--- config.mk ---
export PLATFORM = sky130hd
export DESIGN_NAME = fetch_stage
export DESIGN_NICKNAME = d
export VERILOG_FILES = /design/src/rtl/fetch_stage.sv
export SDC_FILE = /design/constraint.sdc
export NUM_CORES = 1
export LEC_CHECK = 0
export CAP_MARGIN = 40
export CORE_MARGIN = 5
export CORE_UTILIZATION = 48
export CTS_BUF_LIST = sky130_fd_sc_hd__clkbuf_4 sky130_fd_sc_hd__clkbuf_8
export DETAILED_ROUTE_END_ITERATION = 6
export GPL_TIMING_DRIVEN = 0
export PLACE_DENSITY = 0.88
export SETUP_SLACK_MARGIN = 0.05
export SLEW_MARGIN = 20
export SYNTH_ARGS = -nofsm -noshare
export SYNTH_HDL_FRONTEND = slang
export SYNTH_SLANG_ARGS = --single-unit
--- constraint.sdc ---
create_clock -name clk_i -period 3.86 [get_ports clk_i]
set_input_delay 0.772 -clock clk_i [delete_from_list [all_inputs] [get_ports clk_i]]
set_output_delay 0.772 -clock clk_i [all_outputs]
set_load 0.02 [all_outputs]
--- src/rtl/fetch_stage.sv ---
// IF stage of the 5-stage MIPS pipeline: PC register, next-PC selection,
// instruction memory addressing and the IF/ID pipeline register.
module fetch_stage #(
  parameter int unsigned         PC_W     = 32,
  parameter logic [PC_W-1:0]     RESET_PC = '0,
  parameter int unsigned         CNT_W    = 32
) (
  input  logic              clk_i,
  input  logic              rst_i,
  input  logic              stall_i,
  input  logic              flush_i,
  input  logic              branch_taken_i,
  input  logic [PC_W-1:0]   branch_target_i,
  input  logic              jump_i,
  input  logic [PC_W-1:0]   jump_target_i,
  output logic [PC_W-1:0]   imem_addr_o,
  input  logic [31:0]       imem_inst_i,
  output logic [PC_W-1:0]   pc_o,
  output logic [31:0]       ifid_inst_o,
  output logic [PC_W-1:0]   ifid_pc_plus4_o,
  output logic              ifid_valid_o,
  output logic [CNT_W-1:0]  fetch_count_o
);

  logic [PC_W-1:0]  pc_q, pc_d;
  logic [31:0]      inst_q, inst_d;
  logic [PC_W-1:0]  pc_plus4_q, pc_plus4_d;
  logic             valid_q, valid_d;
  logic [CNT_W-1:0] count_q, count_d;
  logic [PC_W-1:0]  seq_pc;

  // Target low bits are dropped so the PC stays word aligned.
  logic unused_target_bits;
  assign unused_target_bits = ^{branch_target_i[1:0], jump_target_i[1:0]};

  assign seq_pc = pc_q + PC_W'(4);

  always_comb begin
    pc_d = seq_pc;
    if (branch_taken_i) begin
      pc_d = {branch_target_i[PC_W-1:2], 2'b00};
    end else if (jump_i) begin
      pc_d = {jump_target_i[PC_W-1:2], 2'b00};
    end else if (stall_i) begin
      pc_d = pc_q;
    end
  end

  // Flush wins over stall so a redirect under a load-use hazard still bubbles.
  always_comb begin
    inst_d     = imem_inst_i;
    pc_plus4_d = seq_pc;
    valid_d    = 1'b1;
    count_d    = count_q + CNT_W'(1);
    if (flush_i) begin
      inst_d     = '0;
      pc_plus4_d = '0;
      valid_d    = 1'b0;
      count_d    = count_q;
    end else if (stall_i) begin
      inst_d     = inst_q;
      pc_plus4_d = pc_plus4_q;
      valid_d    = valid_q;
      count_d    = count_q;
    end
  end

  always_ff @(posedge clk_i) begin
    if (rst_i) begin
      pc_q       <= RESET_PC;
      inst_q     <= '0;
      pc_plus4_q <= '0;
      valid_q    <= 1'b0;
      count_q    <= '0;
    end else begin
      pc_q       <= pc_d;
      inst_q     <= inst_d;
      pc_plus4_q <= pc_plus4_d;
      valid_q    <= valid_d;
      count_q    <= count_d;
    end
  end

  assign imem_addr_o     = pc_q;
  assign pc_o            = pc_q;
  assign ifid_inst_o     = inst_q;
  assign ifid_pc_plus4_o = pc_plus4_q;
  assign ifid_valid_o    = valid_q;
  assign fetch_count_o   = count_q;

endmodule

==> results.py <==
metrics = {
    "floorplanning": {
        "die_y_um": 125,
        "fp.coreArea_sq_um": 13100,
        "dieArea_sq_um": 15600,
        "dieWidth_um": 125,
        "num_rows": 42,
        "initial_core_util": 0.484,
        "ios": 263,
    },
    "global_routing": {
        "grt_pass1_vias": 6593,
        "grt_usage": 0.288,
        "grt_max_degree": 17,
        "grt_pass1_wl_mm": 35.6,
        "grt_remaining_overflow": 0,
        "antenna_found_initial": 0,
    },
    "sta": {
        "worst_clock_skew_ns": 0.00949,
        "rsz0062_at_grt": "no",
        "max-slew-margin-rel": 0.413,
        "drv_slew": 0,
        "setup_violations": 0,
        "fin_setup_tns_ns": 0,
        "worst_slew_pin_slew_ns": 0.876,
        "period_needed_ns": 2.88,
        "fmax_mhz": 347,
        "hold_viol_final": 0,
        "finalCritPeriodShare": 0.747,
    },
    "critical_path": {
        "cp.arrival_ns": 3.21,
        "cp_slowest_cell": "buf_1",
        "path_delay_family": "buffers and inverters",
        "crit_type": "input port to flop",
        "path_max_fanout": 10,
        "cpPeakStageDelay_ns": 0.59,
        "cp-end-kind": "flop",
        "cp.buffers_inverters": 4,
        "required_ns": 4.19,
        "worstPathCellList": "clkdlybuf4s50_1 -> clkbuf_1 -> buf_1 -> inv_1 -> nand3_1 -> mux2i_1 -> a2111oi_0",
        "start_kind": "input port",
    },
    "clock_network": {
        "clk_latency_ns": 0.45,
        "clock_sinks": 125,
        "cts-hold-fix-buffers": 0,
        "clkTransAtPathRegs_ns": 0.07,
        "cts_setup_buffers": 0,
        "root_buffer": "clkbuf_8",
        "cts-buffers-inserted": 17,
        "htreeDepth": 4,
        "cts_buffer_depth": 2,
        "cts_tree": "built",
        "cts_resized": 0,
    },
    "finish": {
        "instances_no_fill": 1221,
        "nets": 1138,
        "synthToLayoutAreaGrowth_pct": 49.7,
        "fillers": 996,
        "drive_gt1_frac": 0.0919,
        "insertedDiodeCount": 0,
        "stdcell_area_sq_um": 9480,
    },
    "logic_synthesis": {
        "syn_inst": 759,
        "netlist.area_leader.share": 0.395,
        "async_flop_share": 0,
        "yosys-top-cells-area": "dfxtp_1, mux2i_1, nor2_1, buf_4, xor2_1",
        "netlist_area_sq_um": 6340,
        "yosysTopAreaCell": "dfxtp_1",
        "synth-edff-count": 0,
        "synthMostInstantiatedCell": "dfxtp_1",
        "yosys-top-cells-count": "dfxtp_1, nor2_1, nand2_1",
        "syn_avg_cell_area_sq_um": 8.35,
        "seq_area_frac_synth": 0.395,
        "ys_seq_elements": 125,
        "ys.flop_type": "dfxtp_1",
        "ys_warn_count": 0,
        "synth.distinct_cells": 60,
    },
    "run": {
        "maxCapViolations": 0,
    },
    "placement": {
        "dp_cells": 1191,
        "detailed_place_hpwl_mm": 17.3,
        "io_buffers": 251,
        "dpl_cell_area_sq_um": 9090,
        "gp_congestion": 0.977,
    },
    "drt": {
        "drt-initial-drc-count": 632,
        "routed_via_density": 5.57,
        "via_count": 6807,
        "ant_nets": 0,
        "wl_mm": 23.4,
        "drt-wirelength-per-cell_um": 19.1,
        "route.detailed.drc": 0,
        "first_pass_iters": 5,
    },
    "pwr": {
        "max-vdd-ir-drop_mv": 0.212,
        "powerDensity_nw_per_um2": 338,
        "p_leak_nw": 3.55,
    },
    "run_status": {
        "status": "finished clean",
    },
    "hold_path": {
        "worstHoldPathType": "flop to flop",
    },
}
==> final timing paths <==
path,to,slack [ns],start,depth (start not counted)
min reg2reg,ifid_pc_plus4_o[9],0.46,ifid_pc_plus4_o[9],2
max,imem_addr_o[29],0.98,jump_i,7
min,ifid_pc_plus4_o[9],0.46,ifid_pc_plus4_o[9],2
max reg2reg,imem_addr_o[28],1.23,imem_addr_o[2],6
==> final cells by class <==
type,instances,area [sq um],area share
clock buffers,23,304,0.0321
plain buffers,80,444,0.0468
flip-flops and latches,125,2500,0.264
repair buffers,251,2510,0.265
well taps,176,220,0.0232
clock inverters,7,87.6,0.00923
inverters,9,33.8,0.00356
multi-input cells,550,3380,0.356
==> logic make-up after synthesis <==
kind of cell	count (synthesis)	share of synthesized area
XOR/XNOR	59	0.0816
adder cells (fa/ha/maj)	2	0.00395
flip-flops	125	0.395
buffers and inverters	89	0.0754
AND/OR/NAND/NOR	298	0.237
other	1	0.000592
multiplexers	45	0.0717
AO/OA/AOI/OAI	140	0.135
==> stage by stage <==
stage,hold slack [ns],total power [mW],util,worst slack (ns)
after CTS,0.465,3.21,0.725,1.05
after floorplan,0.541,1.74,-,1.57
after global routing,0.494,3.32,0.725,0.850
final,0.463,3.21,0.725,0.978
after global placement,0.447,2.06,0.694,0.641
after detailed placement,0.452,2.07,0.695,0.636
==> worst register-to-register path: stages, from the launching register on <==
cell and delay [ns]:
dfxtp_1 0.58, ha_1 0.35, nand3_1 0.27, nor4_1 0.69, nand4_1 0.26, o21ai_0 0.21, o21ba_2 0.18
==> placed cells by master, fill, tap and decap left out, types with 4 or more instances in the layout <==
cell / n
clkbuf_8: 21
mux2i_1: 42
clkbuf_1: 24
nor2b_1: 9
or3_1: 8
nor3_1: 15
nand2b_1: 7
xnor2_1: 29
and3_1: 8
xor2_1: 30
dfxtp_1: 125
clkinv_2: 4
nand2_1: 52
inv_1: 9
nor4_1: 14
clkdlybuf4s50_1: 251
buf_4: 36
o21ai_0: 35
a22oi_1: 4
nand3_1: 34
a21oi_1: 48
buf_1: 13
o22ai_1: 20
a211oi_1: 7
nor2_1: 104
nand4_1: 20
buf_2: 6
conb_1: 6
==> routing by layer <==
layer  global-route usage  part of all wire  up-vias
met5                    0                 0        -
met4                0.154             0.043        0
met3               0.0742             0.094       72
met2                0.474              0.47      368
met1                0.346              0.39     3181
li1                     -                 -     3186
==> report_power, final <==
part	total, mW	internal [mW]	switching [mW]
Clock	1.16	0.645	0.513
Combinational	0.645	0.327	0.317
Sequential	1.41	1.34	0.0695
Total	3.21	2.31	0.900
==> registers in the layout, summed over array words and instances, names as in the netlist <==
signal and flops:
ifid_pc_plus4_o 30, ifid_valid_o 1, ifid_inst_o 32, imem_addr_o 30, fetch_count_o 32
No activity file was read; power rests on OpenSTA's default activity.
